[config.mk]
export PLATFORM = sky130hd
export DESIGN_NAME = clk_div_mc
export DESIGN_NICKNAME = d
export VERILOG_FILES = /design/src/rtl/clk_div_mc.sv
export SDC_FILE = /design/constraint.sdc
export NUM_CORES = 1
export LEC_CHECK = 0
export ABC_AREA = 1
export CORE_MARGIN = 3
export CORE_UTILIZATION = 54
export DETAILED_ROUTE_END_ITERATION = 6
export MAX_ROUTING_LAYER = met4
export PLACE_DENSITY = 0.84
export REMOVE_ABC_BUFFERS = 1
export SYNTH_ARGS = -nofsm -noshare
export SYNTH_HDL_FRONTEND = slang
export SYNTH_SLANG_ARGS = --single-unit
export TNS_END_PERCENT = 5
[constraint.sdc]
create_clock -name CLK -period 3.8 [get_ports CLK]
set_input_delay 0.95 -clock CLK [delete_from_list [all_inputs] [get_ports CLK]]
set_output_delay 0.95 -clock CLK [all_outputs]
set_load 0.02 [all_outputs]
[src/rtl/clk_div_mc.sv]
// Multi-channel programmable clock divider. Each channel produces a registered
// square wave and a one-cycle clock enable, with reload only at period boundaries.
module clk_div_mc #(
   parameter int NUM_CH      = 2,
   parameter int DIV_W       = 8,
   parameter int DIV_DEFAULT = 2
) (
   input  logic                    CLK,
   input  logic                    RESETN,
   input  logic                    SRESET,
   input  logic [NUM_CH-1:0]       LOAD,
   input  logic [NUM_CH*DIV_W-1:0] DIV_IN,
   input  logic [NUM_CH-1:0]       BITSLIP,
   output logic [NUM_CH-1:0]       CLK_OUT,
   output logic [NUM_CH-1:0]       CE_OUT,
   output logic [NUM_CH-1:0]       BUSY
);

   localparam logic [DIV_W-1:0] DIV_RST = DIV_W'(DIV_DEFAULT);
   localparam logic [DIV_W-1:0] ONE     = DIV_W'(1);

   genvar gi;
   generate
      for (gi = 0; gi < NUM_CH; gi++) begin : g_ch
         logic [DIV_W-1:0] cnt_reg, cnt_next;
         logic [DIV_W-1:0] act_div_reg, act_div_next;
         logic [DIV_W-1:0] pend_div_reg, pend_div_next;
         logic             pend_vld_reg, pend_vld_next;
         logic             start_reg, start_next;
         logic             ce_reg, ce_next;
         logic             clk_out_reg, clk_out_next;
         logic             held, run;
         logic [DIV_W:0]   half;

         always_comb begin
            cnt_next      = '0;
            act_div_next  = act_div_reg;
            pend_div_next = pend_div_reg;
            pend_vld_next = pend_vld_reg;
            start_next    = start_reg;
            held          = 1'b0;
            run           = 1'b1;

            if (act_div_reg == '0) begin
               run = 1'b0;
               if (pend_vld_reg) begin
                  act_div_next  = pend_div_reg;
                  pend_vld_next = 1'b0;
                  start_next    = 1'b1;
               end
            end else if (start_reg) begin
               start_next = 1'b0;
            end else if (BITSLIP[gi]) begin
               cnt_next = cnt_reg;
               held     = 1'b1;
            end else if (cnt_reg >= act_div_reg - ONE) begin
               // Period boundary: the only place a pending divisor may take over.
               if (pend_vld_reg) begin
                  act_div_next  = pend_div_reg;
                  pend_vld_next = 1'b0;
               end
            end else begin
               cnt_next = cnt_reg + ONE;
            end

            // A load on the applying edge becomes the next pending value.
            if (LOAD[gi]) begin
               pend_div_next = DIV_IN[gi*DIV_W +: DIV_W];
               pend_vld_next = 1'b1;
            end

            half         = ({1'b0, act_div_next} + (DIV_W+1)'(1)) >> 1;
            ce_next      = run && !held && (cnt_next == '0) && (act_div_next != '0);
            clk_out_next = run && (act_div_next != '0) && ({1'b0, cnt_next} < half);
            if (run && act_div_next == ONE) begin
               ce_next      = 1'b1;
               clk_out_next = 1'b1;
            end
         end

         always_ff @(posedge CLK or negedge RESETN) begin
            if (!RESETN) begin
               cnt_reg      <= '0;
               act_div_reg  <= DIV_RST;
               pend_div_reg <= '0;
               pend_vld_reg <= 1'b0;
               start_reg    <= 1'b1;
               ce_reg       <= 1'b0;
               clk_out_reg  <= 1'b0;
            end else if (SRESET) begin
               cnt_reg      <= '0;
               act_div_reg  <= DIV_RST;
               pend_div_reg <= '0;
               pend_vld_reg <= 1'b0;
               start_reg    <= 1'b1;
               ce_reg       <= 1'b0;
               clk_out_reg  <= 1'b0;
            end else begin
               cnt_reg      <= cnt_next;
               act_div_reg  <= act_div_next;
               pend_div_reg <= pend_div_next;
               pend_vld_reg <= pend_vld_next;
               start_reg    <= start_next;
               ce_reg       <= ce_next;
               clk_out_reg  <= clk_out_next;
            end
         end

         assign CLK_OUT[gi] = clk_out_reg;
         assign CE_OUT[gi]  = ce_reg;
         assign BUSY[gi]    = pend_vld_reg;
      end
   endgenerate

endmodule

[Word level (Yosys, flattened, before mapping)]
Index checks and enable logic that the tools add are counted.
Cells by class
  magnitude comparators: 4
  $add $sub $neg: 6
  reductions and logical operators: 26
  eq/ne operators: 8
  muxes and demuxes: 60
Operator list (number)
  8-bit 2-to-1 mux: 26
  1-bit 2-to-1 mux: 34
  8-bit logical NOT: 4
  8-bit by 1-bit adder with 9-bit output, second input constant: 2
  8-bit by 1-bit adder with 8-bit output, second input constant: 2
  8-bit by 1-bit == test with 1-bit output, second input constant: 2
  8-bit >= comparator: 2
  8-bit < comparator: 2
  4-bit by 3-bit != test with 1-bit output, second input constant: 4
  8-bit nonzero test: 2
  8-bit by 1-bit subtractor with 8-bit output, second input constant: 2
  1-bit logical AND: 12
  4-bit nonzero test: 2
  3-bit != test, second input constant: 2
  3-bit AND reduction: 2
  2-bit nonzero test: 2
  1-bit logical NOT: 2
Storage, ports and cells
  output and inout port bits: 6
  logic and storage cells: 118
  bits in registers: 56

[Longest topological paths before layout]
  depth in word-level cells: 11
  depth in mapped cells: 31

[Worst setup path after synthesis]
OpenSTA, ideal clock, no wires.
  kind: register to register
  start: register g_ch[1].act_div_reg[1]
  end: register g_ch[1].clk_out_reg
  data arrival time: 3.663 ns
  stages on the path, launching flop included: 29
  clock period less this slack: 3.736 ns
  path buffers: 1
  setup slack: 0.064 ns
  cell sequence: dfstp_2 > inv_1 > ha_1 > nand3_1 > xor2_1 > inv_1 > ha_1 > nand2_1 > o21a_1 > nand2_1 > nand3_1 > nand2_2 > buf_6 > nand2_1 > o21a_1 > inv_1 > ha_1 > nand2_1 > nor2_1 > nand3_1 > xor2_1 > ha_1 > a21oi_1 > nor2_1 > a211oi_1 > nand2_1 > nor2_1 > nor2_1 > nor2_1
Between the ends
  word-level cells in the longest chain between the ends: 11
  elaborated cells between the ends (all ways): 22
  classes of those cells: add/sub (2); order compare (2); eq/ne (1); mux (12); reduce/logical (5)
Ends and longest elaborated chain
  start, declared: RTL line 26  | logic [DIV_W-1:0] act_div_reg, act_div_next;
  start signal, assigned: RTL line 100  | act_div_reg <= act_div_next;
  8-bit by 1-bit subtractor with 8-bit output: RTL line 56  | end else if (cnt_reg >= act_div_reg - ONE) begin
  8-bit >= comparator: RTL line 56
  8-bit 2-to-1 mux: RTL line 56
  8-bit 2-to-1 mux: RTL line 53  | end else if (BITSLIP[gi]) begin
  8-bit 2-to-1 mux: RTL line 51  | end else if (start_reg) begin
  8-bit 2-to-1 mux: RTL line 44  | if (act_div_reg == '0) begin
  8-bit by 1-bit adder with 9-bit output / 8-bit nonzero test (equally long branches): RTL line 72, 74
  8-bit < comparator / 1-bit logical AND (equally long branches): RTL line 74  | clk_out_next = run && (act_div_next != '0) && ({1'b0, cnt_next} < half);
  1-bit logical AND: RTL line 74
  1-bit 2-to-1 mux *: RTL line 75  | if (run && act_div_next == ONE) begin
  1-bit 2-to-1 mux *: RTL line 90  | end else if (SRESET) begin
  end signal, assigned: RTL line 105  | clk_out_reg <= clk_out_next;
  end, declared: RTL line 31  | logic clk_out_reg, clk_out_next;
Every way passes the cells marked *; elsewhere a longest branch is shown, timed or not.
A chain may end at the register's enable or synchronous reset.

[Final worst setup path]
  start: register g_ch[0].act_div_reg[2]
  end: register g_ch[0].clk_out_reg
Between the ends
  word-level cells in the longest chain between the ends: 11
  elaborated cells between the ends (all ways): 22
  classes of those cells: add/sub (2); order compare (2); eq/ne (1); mux (12); reduce/logical (5)
Ends and longest elaborated chain (RTL line)
  start, declared: 26
  start signal, assigned: 100
  8-bit by 1-bit subtractor with 8-bit output: 56
  8-bit >= comparator: 56
  8-bit 2-to-1 mux: 56
  8-bit 2-to-1 mux: 53
  8-bit 2-to-1 mux: 51
  8-bit 2-to-1 mux: 44
  8-bit by 1-bit adder with 9-bit output / 8-bit nonzero test (equally long branches): 72, 74
  8-bit < comparator / 1-bit logical AND (equally long branches): 74
  1-bit logical AND: 74
  1-bit 2-to-1 mux *: 75
  1-bit 2-to-1 mux *: 90
  end signal, assigned: 105
  end, declared: 31
Marks and branches as above.

==> flow_metrics.py <==
metrics = {
    "drt": {
        "drc": 0,
        "drtPass1Iterations": 6,
        "wl_um": 11380,
        "wl_per_cell_um": 15.59,
        "vias": 4113,
        "routed_via_density": 5.634,
        "drtAntennaViolNets": 0,
        "drt_iter0_markers": 292,
    },
    "synthesis": {
        "ys_seq_elements": 56,
        "postSynthAreaPerCell_um2": 7.327,
        "ys_warn_count": 0,
        "yosysTopAreaCell": "dfrtp_1",
        "ys_types": 31,
        "yosys.area.top_type_share": 0.3078,
        "yosysSeqAreaShare": 0.3326,
        "synth_area_um2": 4228,
        "synth_cells": 577,
        "netlist_top_cells_area": "dfrtp_1 31%, ha_1 12%, nand2_1 9.9%, inv_1 8.1%, nor2_1 6.7%",
    },
    "finish": {
        "drive_gt1_frac": 0.1997,
        "fin_area_um2": 5150,
        "fin_nets": 695,
        "insertedDiodeCount": 0,
        "area_delta_synth_final_pct": 21.81,
        "fillers": 525,
    },
    "floorplanning": {
        "core_region_area_um2": 7408,
        "die_h_um": 94.49,
        "fp-row-count": 31,
        "ioPinCount": 29,
        "die_w_um": 94.49,
        "start_util": 0.5707,
        "die_area_um2": 8927,
    },
    "worst_setup_path": {
        "end_kind": "register",
        "reg2reg_to": "g_ch[0].clk_out_reg",
        "reg2reg_depth": 26,
        "reg2reg_slack_ps": -270,
        "cp-start-kind": "register",
        "worstPathMaxFanout": 5,
        "crit_arrival_ps": 4330,
        "cpMaxStageDelayCell": "dfrtp_1",
        "timing.rr.start": "g_ch[0].act_div_reg[2]",
        "path_common_cell": "nand2_1",
        "max_stage_delay_ps": 430,
        "critPathKind": "register to register",
        "worstPathRequired_ps": 4050,
        "critPathLaunch": "g_ch[0].act_div_reg[2]",
    },
    "worst_hold_path": {
        "hold_depth": 2,
        "hold_start": "g_ch[0].pend_div_reg[4]",
        "hp-class": "register to register",
        "worstHoldEndpoint": "g_ch[0].pend_div_reg[4]",
    },
    "global_routing": {
        "grt_max_degree": 34,
        "grt-ovfl-total": 0,
        "grt_pass1_vias": 3838,
        "grtUsageTotal": 0.2400,
        "grt_first_pass_wirelength_um": 17020,
        "antenna_found_initial": 0,
    },
    "run_status": {
        "status": "finished with violations",
        "violations": "negative setup slack",
    },
    "pwr": {
        "peakVddDrop_v": 0.0003025,
        "p_leak_uw": 0.002650,
        "total_power_uw": 2021,
        "power_density_nw_per_um2": 392.4,
    },
    "clocking": {
        "cts_buffers": 5,
        "clk_path_buf_depth": 2,
        "root_buffer": "clkbuf_8",
        "insertion_delay_ps": 320,
        "h-tree-depth": 2,
        "cts.sinks": 56,
        "cts_tree": "done",
        "clkTransAtPathRegs_ps": 120,
    },
    "placed_design": {
        "portBuffers": 28,
        "pre_cts_ws_ps": -132.3,
        "gp_congestion": 0.9125,
        "dpl_cell_area_um2": 4758,
        "hpwl_um": 7522,
    },
    "job": {
        "max_cap_violations": 0,
    },
    "sta": {
        "fin_ws_ps": -275.0,
        "fin_worst_skew_ps": 10.04,
        "period_needed_ps": 4075,
        "final-hold-violation-count": 0,
        "tns_ps": -404.9,
        "worstMarginPinSlew_ps": 745.7,
        "setup_viol": 2,
        "rsz0062_at_grt": "true",
        "maxSlewHeadroom": 0.5029,
        "fmaxAchievable_mhz": 245.4,
        "holdWs_ps": 547.9,
        "fin_crit_sh": 1.072,
        "drv_slew": 0,
    },
}
where the power goes:
group | switching, µW | total, µW | internal, µW
combinational | 601 | 986 | 385
sequential | 35.4 | 682 | 647
clock | 220 | 353 | 133
total | 856 | 2020 | 1160
worst max-delay path: cells and delay by family (launching register included):
family                   cells  cell delay (ps)
AO/OA/AOI/OAI                4              630
XOR/XNOR                     2              370
buffers and inverters        3              360
adder cells (fa/ha/maj)      3              770
flip-flops                   1              430
AND/OR/NAND/NOR             14             1450
cell usage in the layout, fill, tap and decap left out, types with 5 or more instances in the layout:
cell type        Yosys  final
nor3_1              11     10
clkbuf_8             0      5
nand2_2             11     16
dfrtp_1             52     52
clkdlybuf4s50_1      0     27
nor2_1              75     68
buf_4                6     33
a21oi_1             10      7
xor2_1              25     23
nor2_2               7     13
ha_4                 0      6
nand2_1            112    105
or2_2                5      5
o21ai_0             24     24
nand3_2              2      6
xnor2_1             10      8
inv_2                2      9
nand3_1             52     47
inv_1               91     84
nand4_1              6      6
ha_1                42     35
kinds of logic (layout without fill, tap and decap cells):
family | Yosys count | after routing | synth area share
adder cells (fa/ha/maj) | 42 | 42 | 0.1243
AND/OR/NAND/NOR | 286 | 286 | 0.3019
buffers and inverters | 112 | 166 | 0.1071
flip-flops | 56 | 56 | 0.3326
XOR/XNOR | 35 | 35 | 0.07251
AO/OA/AOI/OAI | 46 | 46 | 0.06155
synth_stat cells, drive strengths merged:
library cell / n
a211oi: 2
a21o: 2
a21oi: 10
buf: 9
clkbuf: 10
dfrtp: 52
dfstp: 4
ha: 42
inv: 93
nand2: 125
nand3: 54
nand4: 6
nor2: 84
nor3: 11
nor3b: 1
o21a: 3
o21ai: 27
o31ai: 2
or2: 5
xnor2: 10
xor2: 25
metal layers:
layer,track usage,share of wire,up-vias
li1,-,-,1908
met1,0.3076,0.41,1966
met2,0.4048,0.48,199
met3,0.02789,0.078,40
met4,0.06370,0.024,0
met5,-,0,-
worst max-delay path by stage:
| stage | endpoint | slack (ps) | cells after the start |
|---|---|---|---|
| finish | g_ch[0].clk_out_reg | -270 | 26 |
| global route | g_ch[0].clk_out_reg | -460 | 26 |
| CTS | g_ch[0].clk_out_reg | -40 | 25 |
| detailed placement | g_ch[1].clk_out_reg | -130 | 28 |
| global placement | g_ch[1].clk_out_reg | -6 | 27 |
| floorplan | g_ch[1].clk_out_reg | 90 | 27 |
area by class of cell:
cell class / instances / area, µm² / share of cell area
clock buffer: 5 / 68.82 / 0.01336
clock inverter: 3 / 22.52 / 0.004373
inverter: 93 / 349.1 / 0.06778
multi-input combinational: 409 / 2594 / 0.5036
sequential: 56 / 1406 / 0.2731
tap: 99 / 123.9 / 0.02405
timing repair buffer: 65 / 585.6 / 0.1137
timing repair:
| action | in CTS | in global routing |
|---|---|---|
| resized for setup | 16 | 37 |
| hold buffers | 0 | 0 |
| setup endpoints to repair | 2 | 2 |
| pin swaps | 6 | 23 |
| hold endpoints to repair | 0 | 0 |
| cloned | 0 | 0 |
| setup buffers | 5 | 4 |
per-stage QoR:
stage	instances	utilization
3_3_place_gp	713	0.6423
3_5_place_dp	713	0.6423
5_1_grt	730	0.6952
6_report	730	0.6952
2_1_floorplan	558	-
4_1_cts	726	0.6688
(Power assumes the default switching activity.)
